## src/rtl/hazard_stall_if.sv

```systemverilog
// Interlock bundle between the ID/EX pipeline view and the hazard unit.
// Master drives stage info, slave returns stall/flush control.
interface hazard_stall_if #(
  parameter int CNT_W = 16
);
  logic [4:0]       rs;
  logic [4:0]       rt;
  logic             rsUsed;
  logic             rtUsed;
  logic             hiloUseID;
  logic [4:0]       rdEX;
  logic             lwEX;
  logic             GPRWrEX;
  logic             mdStart;
  logic             mdOp;
  logic             branchEX;
  logic             PCWr;
  logic             IFIDWr;
  logic             IFIDFlush;
  logic             IDEXFlush;
  logic             mdBusy;
  logic             mdDone;
  logic [CNT_W-1:0] stallCnt;

  modport master (
    output rs, rt, rsUsed, rtUsed,
    output hiloUseID, rdEX, lwEX,
    output GPRWrEX, mdStart, mdOp,
    output branchEX,
    input  PCWr, IFIDWr, IFIDFlush,
    input  IDEXFlush, mdBusy, mdDone,
    input  stallCnt
  );

  modport slave (
    input  rs, rt, rsUsed, rtUsed,
    input  hiloUseID, rdEX, lwEX,
    input  GPRWrEX, mdStart, mdOp,
    input  branchEX,
    output PCWr, IFIDWr, IFIDFlush,
    output IDEXFlush, mdBusy, mdDone,
    output stallCnt
  );
endinterface

```

## src/rtl/hazard_stall.sv

```systemverilog
// MIPS32 interlock: load-use bubble, HI/LO wait on mult/div, branch flush.
// Tracks the mult/div busy window and a saturating stall-cycle count.
module hazard_stall #(
  parameter int MULT_CYCLES = 4,
  parameter int DIV_CYCLES  = 32,
  parameter int CNT_W       = 16
) (
  input  logic         clk,
  input  logic         rst,
  hazard_stall_if.slave bus
);

  typedef enum logic {
    IDLE,
    BUSY
  } state_t;

  localparam logic [5:0] MULT_LD = 6'(MULT_CYCLES - 1);
  localparam logic [5:0] DIV_LD  = 6'(DIV_CYCLES - 1);

  state_t           state;
  logic [5:0]       cnt;
  logic [5:0]       ld;
  logic             mdBusy;
  logic             mdDone;
  logic [CNT_W-1:0] stallCnt;

  logic rsHit;
  logic rtHit;
  logic loadUse;
  logic hiloStall;
  logic stall;

  assign rsHit = bus.rsUsed
               & (bus.rs == bus.rdEX);
  assign rtHit = bus.rtUsed
               & (bus.rt == bus.rdEX);

  assign loadUse = bus.lwEX
                 & bus.GPRWrEX
                 & (bus.rdEX != 5'd0)
                 & (rsHit | rtHit);

  assign hiloStall = bus.hiloUseID
                   & (mdBusy | bus.mdStart);

  // a taken branch squashes the stalled ID op
  assign stall = (loadUse | hiloStall)
               & ~bus.branchEX
               & ~rst;

  assign bus.PCWr      = ~stall;
  assign bus.IFIDWr    = ~stall;
  assign bus.IFIDFlush = bus.branchEX & ~rst;
  assign bus.IDEXFlush = (stall | bus.branchEX)
                       & ~rst;

  assign ld = bus.mdOp ? DIV_LD : MULT_LD;

  always_ff @(posedge clk) begin
    if (rst) begin
      state  <= IDLE;
      cnt    <= 6'd0;
      mdBusy <= 1'b0;
      mdDone <= 1'b0;
    end else begin
      unique case (state)
        IDLE: begin
          if (bus.mdStart) begin
            state  <= BUSY;
            cnt    <= ld;
            mdBusy <= 1'b1;
            mdDone <= (ld == 6'd0);
          end
        end
        BUSY: begin
          if (cnt == 6'd0) begin
            state  <= IDLE;
            mdBusy <= 1'b0;
            mdDone <= 1'b0;
          end else begin
            cnt    <= cnt - 6'd1;
            mdDone <= (cnt == 6'd1);
          end
        end
        default: begin
          state  <= IDLE;
          mdBusy <= 1'b0;
          mdDone <= 1'b0;
        end
      endcase
    end
  end

  always_ff @(posedge clk) begin
    if (rst) begin
      stallCnt <= '0;
    end else if (stall && (stallCnt != '1)) begin
      stallCnt <= stallCnt + CNT_W'(1);
    end
  end

  assign bus.mdBusy   = mdBusy;
  assign bus.mdDone   = mdDone;
  assign bus.stallCnt = stallCnt;

endmodule

```

## src/flat_wrapper.sv

```systemverilog
// flat-port wrapper written by rule: the top's interface ports become plain ports
module hazard_stall_flat 
#(
  parameter int MULT_CYCLES = 4,
  parameter int DIV_CYCLES  = 32,
  parameter int CNT_W       = 16
)
  (clk, rst, bus_rs, bus_rt, bus_rsUsed, bus_rtUsed, bus_hiloUseID, bus_rdEX, bus_lwEX, bus_GPRWrEX, bus_mdStart, bus_mdOp, bus_branchEX, bus_PCWr, bus_IFIDWr, bus_IFIDFlush, bus_IDEXFlush, bus_mdBusy, bus_mdDone, bus_stallCnt);
  hazard_stall_if #(.CNT_W(CNT_W)) bus_i ();
  input  logic clk;
  input  logic rst;
  input wire logic [$bits(bus_i.rs)-1:0] bus_rs;
  input wire logic [$bits(bus_i.rt)-1:0] bus_rt;
  input wire logic [$bits(bus_i.rsUsed)-1:0] bus_rsUsed;
  input wire logic [$bits(bus_i.rtUsed)-1:0] bus_rtUsed;
  input wire logic [$bits(bus_i.hiloUseID)-1:0] bus_hiloUseID;
  input wire logic [$bits(bus_i.rdEX)-1:0] bus_rdEX;
  input wire logic [$bits(bus_i.lwEX)-1:0] bus_lwEX;
  input wire logic [$bits(bus_i.GPRWrEX)-1:0] bus_GPRWrEX;
  input wire logic [$bits(bus_i.mdStart)-1:0] bus_mdStart;
  input wire logic [$bits(bus_i.mdOp)-1:0] bus_mdOp;
  input wire logic [$bits(bus_i.branchEX)-1:0] bus_branchEX;
  output wire logic [$bits(bus_i.PCWr)-1:0] bus_PCWr;
  output wire logic [$bits(bus_i.IFIDWr)-1:0] bus_IFIDWr;
  output wire logic [$bits(bus_i.IFIDFlush)-1:0] bus_IFIDFlush;
  output wire logic [$bits(bus_i.IDEXFlush)-1:0] bus_IDEXFlush;
  output wire logic [$bits(bus_i.mdBusy)-1:0] bus_mdBusy;
  output wire logic [$bits(bus_i.mdDone)-1:0] bus_mdDone;
  output wire logic [$bits(bus_i.stallCnt)-1:0] bus_stallCnt;
  assign bus_i.rs = bus_rs;
  assign bus_i.rt = bus_rt;
  assign bus_i.rsUsed = bus_rsUsed;
  assign bus_i.rtUsed = bus_rtUsed;
  assign bus_i.hiloUseID = bus_hiloUseID;
  assign bus_i.rdEX = bus_rdEX;
  assign bus_i.lwEX = bus_lwEX;
  assign bus_i.GPRWrEX = bus_GPRWrEX;
  assign bus_i.mdStart = bus_mdStart;
  assign bus_i.mdOp = bus_mdOp;
  assign bus_i.branchEX = bus_branchEX;
  assign bus_PCWr = bus_i.PCWr;
  assign bus_IFIDWr = bus_i.IFIDWr;
  assign bus_IFIDFlush = bus_i.IFIDFlush;
  assign bus_IDEXFlush = bus_i.IDEXFlush;
  assign bus_mdBusy = bus_i.mdBusy;
  assign bus_mdDone = bus_i.mdDone;
  assign bus_stallCnt = bus_i.stallCnt;
  hazard_stall #(.MULT_CYCLES(MULT_CYCLES), .DIV_CYCLES(DIV_CYCLES), .CNT_W(CNT_W)) u_core (.clk(clk), .rst(rst), .bus(bus_i));
endmodule
```

## config.mk

```make
export PLATFORM = sky130hd
export DESIGN_NAME = hazard_stall_flat
export DESIGN_NICKNAME = d
export VERILOG_FILES = /design/src/rtl/hazard_stall_if.sv /design/src/rtl/hazard_stall.sv /design/src/flat_wrapper.sv
export SDC_FILE = /design/constraint.sdc
export NUM_CORES = 1
export LEC_CHECK = 0
export BUFFER_PORTS_ARGS = -buffer_cell sky130_fd_sc_hd__buf_2
export CORE_MARGIN = 2
export CORE_UTILIZATION = 45
export DETAILED_ROUTE_END_ITERATION = 6
export GPL_TIMING_DRIVEN = 0
export PLACE_DENSITY_LB_ADDON = 0.25
export SYNTH_ARGS = -nofsm -noshare
export SYNTH_HDL_FRONTEND = slang
export SYNTH_SLANG_ARGS = --single-unit
export TNS_END_PERCENT = 50
```

## constraint.sdc

```tcl
create_clock -name clk -period 2.35 [get_ports clk]
set_input_delay 0.235 -clock clk [delete_from_list [all_inputs] [get_ports clk]]
set_output_delay 0.235 -clock clk [all_outputs]
set_load 0.01 [all_outputs]
```

==> reports/qor.csv <==
stage;metric;value;unit
worst_setup_path;Worst Setup Start Kind;register;
clocking;Setup Buffers After CTS;0;
timing;Final Hold Vio Count;0;
run;maxcap violations;0;
logic_synthesis;mux share of post-synthesis cell area;1.68;%
final_layout;footprint of the multi-input gates;911;sq um
place;PortBufs;45;
clocking;TritonCTS Sinks;25;
logic_synthesis;XOR/XNOR Fraction of Synth Area;6.48;%
clocking;Worst-Skew Late Latency;0.33;ns
timing;PnR worst setup slack;0.230;ns
logic_synthesis;Seq/Total Area, Yosys;33.7;%
pwr;PwrDens;462;mW/mm^2
hold_path;Hold/Removal Path Class;in2reg;
timing;final worst path period share;90.2;%
place;Post-DP HPWL;2520;um
die;initial core utilization;47.9;%
timing;RSZ-0062 raised after global routing;false;
clocking;CTS max path bufs;2;
global_routing;vias in the first global route;1234;
die;DIE HEIGHT;61.5;um
logic_synthesis;most numerous cell in the Yosys netlist;dfxtp_1;
timing;Final setup viols;0;
logic_synthesis;syn_nets;207;
die;core area;0.00310;sq mm
final_layout;area delta synth->final;20.7;%
timing;post-layout min period;2.12;ns
logic_synthesis;yosys warns;0;
clocking;Hold Buf Count CTS;0;
clocking;deepest level of the CTS H-tree;1;
worst_setup_path;worst-path maximum fanout;10;
timing;Max Slew Vio Count;0;
die;# rows;20;
final_layout;layout cells sized above 1;26.9;%
routing;DRC errors left;0;
final_layout;Fillers;302;
die;IO Pins;47;
logic_synthesis;Synth Register Bits;25;
run_status;status;complete, no violations;
routing;Detailed Routing Iterations Pass 1;5;
final_layout;number of diodes;0;
worst_setup_path;WP data arrival;2.34;ns
worst_setup_path;WP data required;2.57;ns
clocking;post-CTS sizing;0;
logic_synthesis;Cells after Synth;178;
worst_setup_path;Setup CP Type;reg2reg;
routing;routed len/inst;12.3;um
logic_synthesis;Netlist cell types;42;
logic_synthesis;Synth area leaders;dfxtp_1 34%, xnor2_1 5.9%, a21oi_1 5.7%;
routing;First DRT Iteration DRCs;67;
global_routing;initial antenna violation count;0;
final_layout;post-layout net count;257;
place;dpl ws;0.227;ns
global_routing;Tot GR Track Use;18.3;%
logic_synthesis;main combinational cell family by area after synthesis;simple AND/OR/NAND/NOR gates;
pwr;Pleak;0.704;nW
logic_synthesis;ys flop type;dfxtp_1;
logic_synthesis;Synth area leader;dfxtp_1;
die;die width;61.5;um
timing;f_max;472;MHz
global_routing;global route total overflow;0;
clocking;clock slew at reported path FFs;0.14;ns
timing;Worst Skew;0.00594;ns
place;Final GP Congestion;0.815;
routing;DRT antenna net count;0;
routing;final WL;3350;um
final_layout;Seq. cell area;500;sq um
timing;worst-margin pin slew;0.589;ns
clocking;TritonCTS clock tree;built;
logic_synthesis;Avg Inst Size Synth;8.35;sq um
logic_synthesis;Synth top area share;33.7;%
logic_synthesis;adder-cell share of the synthesized area;3.37;%
clocking;root buffer cell;clkbuf_4;
logic_synthesis;asr flop ratio synth;0;%
die;die footprint;0.00378;sq mm
logic_synthesis;Mapped Area;0.00149;sq mm
global_routing;first-pass GRT wire length;5240;um
logic_synthesis;Post-synth EDFFs;0;
timing;Slew Limit Headroom;60.6;%
global_routing;largest net degree at the start of global routing;15;
timing;final setup TNS;0;ns
logic_synthesis;Post-Synth Simple-Gate Area;26.5;%
routing;vias per inst;5.51;
clocking;CTS Buf Count;3;
routing;vias;1493;
pwr;worst ir drop on vdd;0.254;mV
logic_synthesis;Commonest cells post-synth;25 x dfxtp_1, 17 x a21oi_1, 17 x nor2_1;
logic_synthesis;Compound-Gate Fraction of Synth Area;23.2;%
worst_setup_path;crit path capture type;register;
routing by layer:
layer	wire, um	GRT usage, %
met1	1560	24.0
met2	1490	30.5
met3	246	2.94
met4	45	6.38
met5	0	0
path summary, 6_finish.rpt:
path	start	endpoint	slack, ns	cells past startpoint
worst min register to register	u_core.bus.mdDone	u_core.bus.mdDone	0.46	2
worst max register to register	u_core.bus.stallCnt[0]	u_core.bus.stallCnt[1]	0.23	8
worst max-delay path	u_core.bus.stallCnt[0]	u_core.bus.stallCnt[1]	0.23	8
worst min-delay path	bus_mdStart	u_core.bus.mdBusy	0.24	3
stage by stage:
| step | hold WS, ns | total power (W) | std cells | instance area (sq um) | util [%] |
|---|---|---|---|---|---|
| 5_1_grt | 0.250 | 0.000873 | 271 | 1790 | 57.8 |
| 6_report | 0.242 | 0.000828 | 271 | 1790 | 57.8 |
| 2_1_floorplan | 0.426 | 0.000580 | 178 | 1490 | - |
| 4_1_cts | 0.241 | 0.000833 | 271 | 1790 | 57.8 |
| 3_5_place_dp | 0.441 | 0.000637 | 267 | 1770 | 56.9 |
| 3_3_place_gp | 0.438 | 0.000636 | 267 | 1770 | 56.9 |
cell type report:
type                       count  area share, %
inverter                       8           1.67
sequential                    25           27.9
multi-input combinational    138           50.8
tap                           44           3.07
timing repair buffer          45           12.6
clock inverter                 1          0.279
buffer                         7           2.51
clock buffer                   3           1.26
placed cells by master (no fill, tap or decap), types with 4 or more instances in the layout:
cell | Yosys | final
buf_2 | 0 | 45
nor2_1 | 17 | 17
nand4_1 | 6 | 6
dfxtp_1 | 25 | 25
nand3_1 | 6 | 6
nor2b_1 | 5 | 5
ha_1 | 4 | 4
or4_1 | 9 | 9
nor3_1 | 6 | 6
o31ai_1 | 9 | 9
o21ai_1 | 4 | 4
nand2_1 | 11 | 11
clkbuf_1 | 4 | 4
xnor2_1 | 10 | 10
or3_1 | 4 | 4
o21ai_0 | 4 | 4
a21oi_1 | 17 | 17
inv_1 | 8 | 8
state kept, by name (all words and copies together), names as in the netlist:
| signal | count |
|---|---|
| u_core.cnt | 6 |
| u_core.bus.mdDone | 1 |
| u_core.bus.stallCnt | 16 |
| u_core.bus.mdBusy | 1 |
| u_core.state | 1 |
logic make-up (layout without fill, tap and decap cells):
logic type | Yosys count | in the layout
AND/OR/NAND/NOR | 72 | 72
multiplexers | 2 | 2
flip-flops | 25 | 25
adder cells (fa/ha/maj) | 4 | 4
buffers and inverters | 15 | 64
XOR/XNOR | 11 | 11
AO/OA/AOI/OAI | 49 | 49
where the power goes:
part	switching, W	total (W)	leakage (nW)	internal, W
combinational	0.0000973	0.000172	0.483	0.0000746
clock	0.000135	0.000199	0.0177	0.0000639
sequential	0.0000159	0.000457	0.203	0.000442
worst max-delay path, stage by stage, from the launching register on:
cell and delay (ns):
dfxtp_1 0.42, ha_1 0.28, nand3_1 0.13, nor4_1 0.38, nor2_1 0.13, a21oi_4 0.25, buf_6 0.18, mux2i_1 0.19
nor2_1 0.05
Power figures use the tool's default switching activity.
